$ cat src/rtl/timeout_arbiter.sv
// timeout_arbiter
//   Two requesters share one seconds timebase. The winner of a round-robin
//   arbitration owns the timebase and gets a countdown of dur seconds; when it
//   reaches zero the owner receives a one-cycle done pulse. An owner can abort
//   its countdown with cancel or by dropping its request.
//
// Ports
//   clock_i      system clock, rising edge active
//   reset_i      asynchronous active-high reset
//   req_i[1:0]   level request per requester
//   dur0_i[2:0]  requester 0 timeout in seconds, sampled on the grant edge
//   dur1_i[2:0]  requester 1 timeout in seconds, sampled on the grant edge
//   cancel_i     aborts the running countdown
//   gnt_o[1:0]   one-hot owner while counting, 0 otherwise
//   done_o[1:0]  one-cycle expiry pulse to the owner
//   busy_o       high whenever the FSM is not IDLE
//   remaining_o  whole seconds left for the current owner
module timeout_arbiter #(
    parameter int TICK_CYCLES   = 5000000,
    parameter int TICKS_PER_SEC = 10
) (
    input  logic       clock_i,
    input  logic       reset_i,
    input  logic [1:0] req_i,
    input  logic [2:0] dur0_i,
    input  logic [2:0] dur1_i,
    input  logic       cancel_i,
    output logic [1:0] gnt_o,
    output logic [1:0] done_o,
    output logic       busy_o,
    output logic [2:0] remaining_o
);

    localparam logic [25:0] TICK_LAST = 26'(TICK_CYCLES - 1);
    localparam logic [3:0]  SEC_LAST  = 4'(TICKS_PER_SEC - 1);

    typedef enum logic [1:0] {
        IDLE = 2'd0,
        RUN  = 2'd1,
        DONE = 2'd2
    } state_t;

    state_t      state_q, state_d;
    logic        owner_q, owner_d;   // index of the current/last owner
    logic        last_q,  last_d;    // last-served pointer for round-robin
    logic [2:0]  rem_q,   rem_d;
    logic [25:0] presc_q, presc_d;
    logic [3:0]  sub_q,   sub_d;

    logic tick, sec;
    logic last_eff, winner, abort;

    assign tick = (presc_q == TICK_LAST);
    assign sec  = tick && (sub_q == SEC_LAST);

    // In DONE the pointer update to the finishing owner has not landed in
    // last_q yet, so arbitration there must already see the owner as served.
    assign last_eff = (state_q == DONE) ? owner_q : last_q;
    assign winner   = (req_i == 2'b11) ? ~last_eff : req_i[1];
    assign abort    = cancel_i || !req_i[owner_q];

    // State register
    always_ff @(posedge clock_i or posedge reset_i) begin
        if (reset_i) begin
            state_q <= IDLE;
            owner_q <= 1'b0;
            last_q  <= 1'b1;
            rem_q   <= 3'd0;
            presc_q <= 26'd0;
            sub_q   <= 4'd0;
        end else begin
            state_q <= state_d;
            owner_q <= owner_d;
            last_q  <= last_d;
            rem_q   <= rem_d;
            presc_q <= presc_d;
            sub_q   <= sub_d;
        end
    end

    // Next-state logic
    always_comb begin
        state_d = state_q;
        owner_d = owner_q;
        last_d  = last_q;
        rem_d   = rem_q;
        case (state_q)
            IDLE: begin
                if (req_i != 2'b00) begin
                    state_d = RUN;
                    owner_d = winner;
                    rem_d   = winner ? dur1_i : dur0_i;
                end
            end
            RUN: begin
                // Abort wins over both expiry paths.
                if (abort) begin
                    state_d = IDLE;
                    rem_d   = 3'd0;
                    last_d  = owner_q;
                end else if (rem_q == 3'd0) begin
                    state_d = DONE;
                end else if (sec) begin
                    rem_d = rem_q - 3'd1;
                    if (rem_q == 3'd1) state_d = DONE;
                end
            end
            DONE: begin
                // The edge leaving DONE is already a grant opportunity, so
                // gnt is low for exactly the DONE cycle between owners.
                last_d = owner_q;
                if (req_i != 2'b00) begin
                    state_d = RUN;
                    owner_d = winner;
                    rem_d   = winner ? dur1_i : dur0_i;
                end else begin
                    state_d = IDLE;
                end
            end
            default: begin
                state_d = IDLE;
                rem_d   = 3'd0;
            end
        endcase
    end

    // Timebase only advances across RUN->RUN; every grant starts it from
    // zero so the first second is full length.
    always_comb begin
        presc_d = 26'd0;
        sub_d   = 4'd0;
        if (state_q == RUN && state_d == RUN) begin
            presc_d = tick ? 26'd0 : presc_q + 26'd1;
            sub_d   = sub_q;
            if (tick) sub_d = (sub_q == SEC_LAST) ? 4'd0 : sub_q + 4'd1;
        end
    end

    // Outputs decoded from registered state only
    always_comb begin
        gnt_o       = 2'b00;
        done_o      = 2'b00;
        busy_o      = (state_q != IDLE);
        remaining_o = rem_q;
        if (state_q == RUN)  gnt_o  = {owner_q, ~owner_q};
        if (state_q == DONE) done_o = {owner_q, ~owner_q};
    end

endmodule
$ cat config.mk
export PLATFORM = sky130hd
export DESIGN_NAME = timeout_arbiter
export DESIGN_NICKNAME = d
export VERILOG_FILES = /design/src/rtl/timeout_arbiter.sv
export SDC_FILE = /design/constraint.sdc
export NUM_CORES = 1
export LEC_CHECK = 0
export ABC_AREA = 1
export BUFFER_PORTS_ARGS = -buffer_cell sky130_fd_sc_hd__buf_2
export CAP_MARGIN = 5
export CORE_MARGIN = 5
export CORE_UTILIZATION = 46
export DETAILED_ROUTE_END_ITERATION = 10
export GPL_ROUTABILITY_DRIVEN = 0
export SLEW_MARGIN = 20
export SYNTH_ARGS = -nofsm -noshare
export SYNTH_HDL_FRONTEND = slang
export SYNTH_SLANG_ARGS = --single-unit
$ cat constraint.sdc
create_clock -name clock_i -period 3.6 [get_ports clock_i]
set_clock_uncertainty 0.15 [all_clocks]
set_input_delay 0.18 -clock clock_i [delete_from_list [all_inputs] [get_ports clock_i]]
set_output_delay 0.18 -clock clock_i [all_outputs]
set_load 0.05 [all_outputs]
## Word-level counts from Yosys, hierarchy flattened

Index checks and enable logic that the tools add are counted.

| operators by class | value |
|---|---|
| bitwise operators | 2 |
| add/subtract/negate cells | 3 |
| magnitude comparators | 1 |
| reduce and logical (&&, ||, !) cells | 13 |
| equal/unequal tests | 12 |
| muxes and demuxes | 26 |

Operators by type and width:

| kind | number |
|---|---|
| 2-to-1 mux 26 bit | 2 |
| adder 26 x 1 -> 26 bit, second input constant | 1 |
| equality test 26 x 23 -> 1 bit, second input constant | 1 |
| 2-to-1 mux 3 bit | 5 |
| 2-to-1 mux 2 bit | 7 |
| 2-to-1 mux 4 bit | 3 |
| 2-to-1 mux 1 bit | 6 |
| != test 3 bit, second input constant | 2 |
| case mux 2 bit (3 select lines) | 1 |
| case mux 3 bit (2 select lines) | 1 |
| nonzero test 2 bit | 3 |
| adder 4 x 1 -> 4 bit, second input constant | 1 |
| equality test 2 x 1 -> 1 bit, second input constant | 2 |
| equality test 2 bit, second input constant | 2 |
| equality test 4 bit, second input constant | 1 |
| != test 2 bit, second input constant | 2 |
| AND reduction 2 bit | 2 |
| equality test 3 x 1 -> 1 bit, second input constant | 1 |
| zero test 3 bit | 1 |
| AND reduction 3 bit | 1 |
| subtractor 3 x 1 -> 3 bit, second input constant | 1 |
| logical AND 1 bit | 2 |
| zero test 2 bit | 1 |
| less-than comparator 1 x 2 -> 1 bit, second input constant | 1 |
| other kinds (6) | 7 |

| word-level totals | value |
|---|---|
| output and inout bits | 8 |
| register bits | 37 |
| bits of input ports | 11 |
| word-level logic and storage cells | 63 |

## Depth between registers and ports, before layout

| depth | value |
|---|---|
| depth in word-level cells | 9 |
| depth in mapped cells | 10 |
| gate-level depth less buffers | 10 |

## Worst setup path before layout

Ideal clock, no wire load.

| timing path | value |
|---|---|
| path kind | register to register |
| start | register rem_q[0] (netlist: remaining_o[0]) |
| end | register rem_q[2] (netlist: remaining_o[2]) |
| setup slack | 1703 ps |
| buffers on the path | 0 |
| data required time | 3330 ps |
| arrival time | 1627 ps |
| period minus slack after synthesis | 1897 ps |
| cell stages (with the launch flop) | 11 |
| cells stage by stage | dfrtp_1 -> inv_1 -> ha_1 -> inv_1 -> nor2_1 -> inv_1 -> nand4_1 -> nand2_1 -> nand2_1 -> nand2_1 -> nand2_1 |

| between the ends | value |
|---|---|
| longest elaborated chain between the ends | 5 |

RTL lines:

| element | RTL line | text |
|---|---|---|
| start: declaration | 46 | `logic [2:0] rem_q, rem_d;` |
| start signal: assignment | 75 | `rem_q <= rem_d;` |
| subtractor 3 x 1 -> 3 bit | 104 | `rem_d = rem_q - 3'd1;` |
| 2-to-1 mux 3 bit | 103 | `end else if (sec) begin` |
| 2-to-1 mux 3 bit | 101 | `end else if (rem_q == 3'd0) begin` |
| 2-to-1 mux 3 bit | 97 | `if (abort) begin` |
| case mux 3 bit (2 select lines) | 87 | `case (state_q)` |

Parallel ways exist; a longest one is shown, timed or not. The select of a mux whose other input is x is not followed.
A chain may end at the register's enable or synchronous reset.

## Worst setup path after layout

| timing path | value |
|---|---|
| start | register presc_q[0] |
| end | register presc_q[19] |

| between the ends | value |
|---|---|
| longest elaborated chain between the ends | 9 |

RTL lines:

| element | RTL line | text |
|---|---|---|
| start: declaration | 47 | `logic [25:0] presc_q, presc_d;` |
| start signal: assignment | 76 | `presc_q <= presc_d;` |
| equality test 26 x 23 -> 1 bit | 53 | `assign tick = (presc_q == TICK_LAST);` |
| logical AND 1 bit | 54 | `assign sec = tick && (sub_q == SEC_LAST);` |
| 2-to-1 mux 2 bit | 103 |  |
| 2-to-1 mux 2 bit | 101 |  |
| 2-to-1 mux 2 bit | 97 |  |
| case mux 2 bit (3 select lines) | 87 |  |
| equality test 2 x 1 -> 1 bit | 132 | `if (state_q == RUN && state_d == RUN) begin` |
| logical AND 1 bit | 132 |  |
| 2-to-1 mux 26 bit * | 132 |  |
| via presc_d[19] | 47 |  |

The timed path passes the listed nets; every way through them passes the cells marked *.

==> reports/metrics.cfg <==
[grt]
grt_max_degree=28
gr-total-overflow=0
antenna_found_initial=0
grt_pass1_wl_um=8890
grt_pass1_vias=2012
grtUsageTotal_pct=17.3

[setup_path]
rr_endpoint=presc_q[19]
cp_slowest_cell=dfrtp_1
crit_fanout=12
r2r_start=presc_q[0]
critical_path_arrival_ns=1.97
cp-start-kind=flop
cp.required_ns=3.61
r2r_cells=8
cp_cell_sequence=ha_1 > nand2_2 > nor2_4 > nand3_2 > nor2_4 > nand2_2 > nand4_2 > nor2_1
r2r_setup_slack_ns=1.65
slowest_delay_ns=0.41
setup.worst_path.end_class=flop
critical_path_class=reg -> reg

[power_and_ir_drop]
p_int_mw=0.726
vdd_drop_max_uv=448
power_density_nw_per_um2=469
clkPwrFrac_pct=24.3
seqPwrFrac_pct=40.5
power_frac_comb_pct=35.2
p_switching_mw=0.497
leakagePower_nw=1.18
swShare_pct=40.7

[clocking]
clock-sinks=37
cts_buffers=5
clk_pin_slew_ns=0.07
cts_buffer_depth=2
cts_tree=done
clk_latency_ns=0.28
cts.htree.levels=2
root_buffer=clkbuf_8

[logic_synthesis]
synth.net_count=339
yosysUniqueCellTypes=31
yosys_register_bits=37
syn-cell-area_um2=2340
yosysWarnings=0
synth_area_per_cell_um2=7.26
synth_cells=322
yosysSeqAreaShare_pct=39.6

[floorplan]
fp.coreArea_um2=5010
io_pins=19
dieHeight_um=81.3
initial_core_util_pct=46.7
rows=26
die_area_um2=6610
die_w_um=81.3

[sta]
fmax_mhz=512
fin_crit_sh_pct=54.2
slew_viol_final=0
setup_ws_ns=1.65
worst_pin_slew_ns=0.409
fin_tns_setup_ns=0
setup_viol=0
period_minus_slack_ns=1.95
finalHoldViolCount=0
max-slew-margin-rel_pct=72.7
rsz0062_at_grt=false

[layout]
fin_nets=364
antenna_cells=0
instances_no_fill=418
drive_gt1_share_pct=11.5
syn2layout_area_growth_pct=11.4

[drt]
wl_per_cell_um=12.1
ant_nets=0
drt-pass1-iter-count=4
vias=2040
vias_per_cell=4.88
drc_errors=0
totalWireLength_um=5060
first_iter_violations=122

[outcome]
status=complete, no violations

[hold_path]
hold_depth=3
min_to=state_q[0]
hp-start=req_i[0]
hold_path.class=in -> reg

[place]
dp_hpwl_um=3950
io_buffers=18
dp_cells=409
dp_slack_ns=1.66

[flow_run]
maxCapViolations=0

-- final cells by class --
type                       instances  area [um2]
multi-input combinational        239        1230
clock buffer                       8        90.1
inverter                          44         165
timing repair buffer              20         108
tap                               70        87.6
fill                             507        2400
sequential                        37         927
-- logic make-up after synthesis --
group | share of synthesized area (%)
DFF | 39.6
AOI/OAI and AO/OA | 4.60
xor gates and xnor gates | 5.99
buffers and inverters | 7.87
adders and majority gates | 3.21
and+or+nand+nor | 38.7
-- through the flow --
step | hold slack [ns] | utilization [%] | power [mW] | cell area, um2
after floorplan | 0.199 | - | 0.849 | 2340
after global placement | 0.0330 | 50.0 | 0.936 | 2500
after detailed placement | 0.0442 | 50.0 | 0.937 | 2500
after CTS | 0.0697 | 52.0 | 1.24 | 2610
after global routing | 0.0934 | 52.0 | 1.31 | 2610
final | 0.0783 | 52.0 | 1.22 | 2610
-- layout by cell type (no fill, tap or decap), types with 2 or more instances in the layout --
cell and n:
o21ai_0 6, nand2_2 2, nand2_1 80, nand3_1 24, or2_2 2, nor3_1 5
nand4_1 11, a21boi_0 2, nor2_4 4, inv_1 44, xor2_1 8, clkbuf_1 2
buf_2 18, ha_1 6, dfrtp_1 36, nor2_1 64, clkbuf_8 6, xnor2_1 8
a21oi_1 5
-- flip-flops by register name (all words and copies together), names as in the netlist --
signal,cells
presc_q,26
sub_q,4
remaining_o,3
state_q,2
last_q,1
owner_q,1
-- worst max-delay path, delay by kind of cell, from the launching register on --
family	cells	cell delay [ns]
adder cells (fa/ha/maj)	1	0.27
flip-flops	1	0.41
AND/OR/NAND/NOR	7	1.00
-- power groups by stage --
stage          clock network [mW]  logic [mW]  registers (mW)
2_1_floorplan                   0       0.301           0.548
3_3_place_gp                    0       0.434           0.502
3_5_place_dp                    0       0.434           0.504
4_1_cts                     0.306       0.436           0.495
5_1_grt                     0.327       0.484           0.503
6_report                    0.297       0.431           0.495
-- Yosys cell counts --
library cell / count / share of area [%]
nand2_1: 80 / 13
nor2_1: 64 / 10
inv_1: 44 / 7.1
dfrtp_1: 36 / 39
nand3_1: 24 / 5.1
nand4_1: 11 / 2.9
xnor2_1: 8 / 3.0
xor2_1: 8 / 3.0
ha_1: 6 / 3.2
o21ai_0: 6 / 1.3
a21oi_1: 5 / 1.1
nor3_1: 5 / 1.1
nor2_4: 4 / 1.9
a21boi_0: 2 / 0.64
nand2_2: 2 / 0.53
or2_2: 2 / 0.53
a211oi_1: 1 / 0.32
a21oi_2: 1 / 0.37
and2_1: 1 / 0.27
buf_4: 1 / 0.32
buf_6: 1 / 0.48
dfstp_2: 1 / 1.1
nand3_2: 1 / 0.43
nand3_4: 1 / 0.75
nand4_2: 1 / 0.53
nand4_4: 1 / 0.91
nor2_2: 1 / 0.27
o2111ai_1: 1 / 0.37
o21a_1: 1 / 0.32
o21ai_1: 1 / 0.21
or2_0: 1 / 0.27
-- worst max-delay path by stage --
stage / slack, ns / endpoint / startpoint
floorplan: 1.70 / remaining_o[2] / remaining_o[0]
global placement: 1.71 / presc_q[0] / presc_q[0]
detailed placement: 1.66 / presc_q[19] / presc_q[0]
CTS: 1.64 / presc_q[19] / presc_q[0]
global route: 1.48 / presc_q[9] / presc_q[0]
finish: 1.65 / presc_q[19] / presc_q[0]
-- per-layer routing --
layer	part of all wire, %	global-route usage, %	routed length [um]
met1	48	22.2	2450
met2	47	28.9	2370
met3	3.3	4.10	169
met4	1.5	5.07	74
met5	0	0	0
-- timing repair --
action / 4_1_cts / 5_1_grt
gates resized for setup: 0 / 0
hold buffers: 1 / 0
endpoints found under the hold margin: 9 / 0
setup buffers: 0 / 0
No activity file was read; power rests on OpenSTA's default activity.
